<file path="src/rtl/mod_doubler_reg.sv">
// Registered modular doubler: oData = (2*iData) mod iMod for reduced operands.
// One pipeline stage with enable, synchronous clear, valid tag and range-error flag.
module mod_doubler_reg #(
  parameter int unsigned BITWIDTH = 32
) (
  input  logic                iClk,
  input  logic                iRst,
  input  logic                iEn,
  input  logic                iClr,
  input  logic                iValid,
  input  logic [BITWIDTH-1:0] iData,
  input  logic [BITWIDTH-1:0] iMod,
  output logic                oValid,
  output logic [BITWIDTH-1:0] oData,
  output logic                oErr
);

  logic [BITWIDTH:0]   dbl;
  logic [BITWIDTH:0]   diff;
  logic                geMod;
  logic                rangeErr;
  logic [BITWIDTH-1:0] result;

  // The extra top bit of dbl keeps the doubling carry so the compare stays exact.
  always_comb begin
    dbl      = {iData, 1'b0};
    diff     = dbl - {1'b0, iMod};
    geMod    = (dbl >= {1'b0, iMod});
    rangeErr = (iData >= iMod);
    result   = '0;
    if (!rangeErr) begin
      result = geMod ? diff[BITWIDTH-1:0] : dbl[BITWIDTH-1:0];
    end
  end

  always_ff @(posedge iClk) begin
    if (iRst || iClr) begin
      oValid <= 1'b0;
      oData  <= '0;
      oErr   <= 1'b0;
    end else if (iEn) begin
      oValid <= iValid;
      if (iValid) begin
        oData <= result;
        oErr  <= rangeErr;
      end
    end
  end

endmodule

</file>
<file path="config.mk">
export PLATFORM = sky130hd
export DESIGN_NAME = mod_doubler_reg
export DESIGN_NICKNAME = d
export VERILOG_FILES = /design/src/rtl/mod_doubler_reg.sv
export SDC_FILE = /design/constraint.sdc
export NUM_CORES = 1
export LEC_CHECK = 0
export CAP_MARGIN = 40
export CORE_MARGIN = 10
export CORE_UTILIZATION = 38
export CTS_CLUSTER_SIZE = 20
export DETAILED_ROUTE_END_ITERATION = 10
export PLACE_DENSITY_LB_ADDON = 0.2
export SLEW_MARGIN = 20
export SYNTH_ARGS = -nofsm -noshare
export SYNTH_HDL_FRONTEND = slang
export SYNTH_SLANG_ARGS = --single-unit
</file>
<file path="constraint.sdc">
create_clock -name iClk -period 5.5 [get_ports iClk]
set_clock_uncertainty 0.15 [all_clocks]
set_input_delay 1.65 -clock iClk [delete_from_list [all_inputs] [get_ports iClk]]
set_output_delay 1.65 -clock iClk [all_outputs]
set_load 0.05 [all_outputs]
</file>
==> flow_summary.json <==
{
  "cp.arrival_ns": 4.91,
  "ys_types": 59,
  "dp_hpwl_um": 11000,
  "dr.pass1.iters": 5,
  "rsz0062_at_grt": "false",
  "area_growth_pct": 32.3,
  "fmax_mhz": 205,
  "diodes": 0,
  "period_needed_ns": 4.88,
  "fp-row-count": 37,
  "setup_ws_ns": 0.621,
  "ir_worst_vdd_mv": 0.0950,
  "synthFlopType": "dfxtp_1",
  "synthArstFlopShare_pct": 0,
  "grt.overflow.total": 0,
  "start_util_pct": 39.2,
  "crit_required_ns": 5.53,
  "fp.dieH_um": 124,
  "worstSetupPathType": "input port to flop",
  "cts_buffers": 5,
  "clk_latency_ns": 0.29,
  "end_kind": "flop",
  "synthCells": 545,
  "hold_end": "oData[20]$_SDFFE_PP0P_",
  "clkSlewWorstSetupHoldPaths_ns": 0.09,
  "drtIter0Drc": 182,
  "period_share_pct": 88.7,
  "critPathBufInv": 3,
  "dp_slack_ns": 0.331,
  "portBuffers": 102,
  "cts_setup_buffers": 0,
  "cp_top_family": "compound AO/OA/AOI/OAI gates",
  "hold_start": "oData[20]$_SDFFE_PP0P_",
  "drive_gt1_share_pct": 4.19,
  "r2r_cells": 2,
  "p_leak_nw": 2.43,
  "instances_no_fill": 780,
  "cp_cell_sequence": "clkdlybuf4s50_1, inv_1, ha_1, nor2b_1, o31a_1, o31a_1, or4b_1, a31oi_1, o21ai_4, buf_4, mux2i_1, o21ai_0",
  "crit_slowest_cell": "or4b_1",
  "grt_usage_pct": 17.0,
  "grt_pass1_vias": 4349,
  "routedWlPerCell_um": 16.7,
  "rrSetupSlack_ns": 4.72,
  "final_common_cell": "clkdlybuf4s50_1",
  "total_power_mw": 0.976,
  "viasPerCell": 5.49,
  "grt_pass1_wl_um": 21300,
  "grt_max_degree": 19,
  "reg2reg_from": "oData[0]$_SDFFE_PP0P_",
  "synth_fp_nets": 679,
  "cts_hold_buf": 0,
  "path_max_fanout": 14,
  "die_w_um": 124,
  "fin_nets": 777,
  "tns_ns": 0,
  "max_stage_delay_ns": 0.53,
  "htreeDepth": 2,
  "avgSynthCellArea_um2": 7.49,
  "place.gp.congestion": 0.945,
  "ant_nets": 0,
  "start_kind": "input port",
  "cts_tree": "built",
  "vias": 4281,
  "hold_viol": 0,
  "cts-resized-gates": 0,
  "max-slew-margin-rel_pct": 60.0,
  "power_density_nw_per_um2": 181,
  "core_um2": 10400,
  "hold_path_class": "flop to flop",
  "die_area_um2": 15300,
  "cts_buffer_depth": 2,
  "setup_viol": 0,
  "ys_seq_elements": 34,
  "synth_area_um2": 4080,
  "dp.cells": 772,
  "drc": 0,
  "ys_seq_area_share_pct": 16.7,
  "ys_warn_count": 0,
  "routed_wl_um": 13000,
  "drv_slew": 0,
  "tightestPinTransition_ns": 0.600,
  "min_path_cells": 2,
  "final_cell_mix": "clkdlybuf4s50_1 (102), nand2_1 (72), ha_1 (64)",
  "drv_cap": 0,
  "timing.hold.ws_ns": 0.301,
  "ioPinCount": 103,
  "cts_sinks": 34,
  "status": "completed",
  "r2r_end": "oData[0]$_SDFFE_PP0P_",
  "path_common_cell": "o31a_1",
  "clock-root-buffer": "clkbuf_8",
  "synth_edf_count": 0,
  "antenna_found_initial": 0
}
logic make-up after synthesis:
family                     Yosys count  share of synthesized area, %
adders and majority gates           65                          20.1
xor gates and xnor gates            23                          4.93
DFF                                 34                          16.7
muxes                               26                          6.37
buffers and inverters               63                          6.13
and+or+nand+nor                    160                          18.5
AOI/OAI and AO/OA                  174                          27.2
final cells by class:
| type | instances | area, µm² |
|---|---|---|
| clock buffer | 5 | 68.8 |
| clock inverter | 3 | 40.0 |
| tap | 136 | 170 |
| sequential | 34 | 681 |
| inverter | 44 | 165 |
| fill | 1021 | 5010 |
| timing repair buffer | 110 | 1100 |
| multi-input combinational | 448 | 3180 |
state kept, by name, indices dropped and copies added, names as in the netlist:
| signal | cells |
|---|---|
| oValid | 1 |
| oData | 32 |
| oErr | 1 |
cells in the mapped netlist (2+ instances only):
cell | n | share of area (%)
a221oi_1 | 2 | 0.43
o21a_1 | 10 | 1.8
ha_1 | 64 | 20
a211oi_1 | 5 | 0.92
buf_2 | 5 | 0.61
nand2b_1 | 6 | 0.92
or3_1 | 4 | 0.61
o31a_1 | 4 | 0.86
nand4_1 | 12 | 1.8
a21oi_1 | 49 | 6.0
o21bai_1 | 3 | 0.55
a311oi_1 | 4 | 0.86
dfxtp_1 | 34 | 17
o21ai_1 | 6 | 0.74
mux2i_1 | 26 | 6.4
nand2_1 | 72 | 6.6
nor4_1 | 2 | 0.31
nor2_1 | 25 | 2.3
xnor2_1 | 17 | 3.6
or2_2 | 2 | 0.31
a31oi_1 | 8 | 1.2
o211ai_1 | 3 | 0.55
nor3_1 | 9 | 1.1
or4_1 | 3 | 0.55
inv_1 | 44 | 4.0
xor2_1 | 6 | 1.3
o21ai_0 | 43 | 5.3
nor2b_1 | 3 | 0.46
nor3b_1 | 3 | 0.55
clkbuf_1 | 13 | 1.2
a21o_1 | 19 | 3.5
nand3_1 | 12 | 1.5
layer usage:
layer / share of wire, % / vias up / track usage [%]
met3: 7.5 / 13 / 3.98
li1: - / 2182 / -
met2: 45 / 117 / 27.4
met5: 0 / - / 0
met1: 46 / 1969 / 22.4
met4: 1.4 / 0 / 4.37
power breakdown:
| group | switching [mW] | total (mW) | internal [mW] |
|---|---|---|---|
| combinational | 0.263 | 0.472 | 0.209 |
| sequential | 0.00508 | 0.261 | 0.256 |
| clock | 0.109 | 0.243 | 0.134 |
| total | 0.378 | 0.976 | 0.598 |
metrics by stage:
step | instance area [µm²] | utilization [%]
2_1_floorplan | 4080 | -
3_3_place_gp | 5270 | 50.6
3_5_place_dp | 5290 | 50.8
4_1_cts | 5400 | 51.9
5_1_grt | 5400 | 51.9
6_report | 5400 | 51.9
worst reg2reg max path, cell delays in order (launching register included):
cell,delay [ns]
dfxtp_1,0.32
a32oi_1,0.16
nor2_1,0.05
worst max path at each step:
stage | from | slack [ns] | to | depth (start not counted)
after floorplan | iMod[1] | 1.29 | oData[30]$_SDFFE_PP0P_ | 11
after global placement | iMod[1] | 0.32 | oData[27]$_SDFFE_PP0P_ | 12
after detailed placement | iMod[1] | 0.33 | oData[27]$_SDFFE_PP0P_ | 12
after CTS | iMod[1] | 0.64 | oData[27]$_SDFFE_PP0P_ | 12
after global routing | iMod[14] | 0.40 | oData[31]$_SDFFE_PP0P_ | 11
final | iMod[1] | 0.62 | oData[14]$_SDFFE_PP0P_ | 12
No activity file was read; power rests on OpenSTA's default activity.
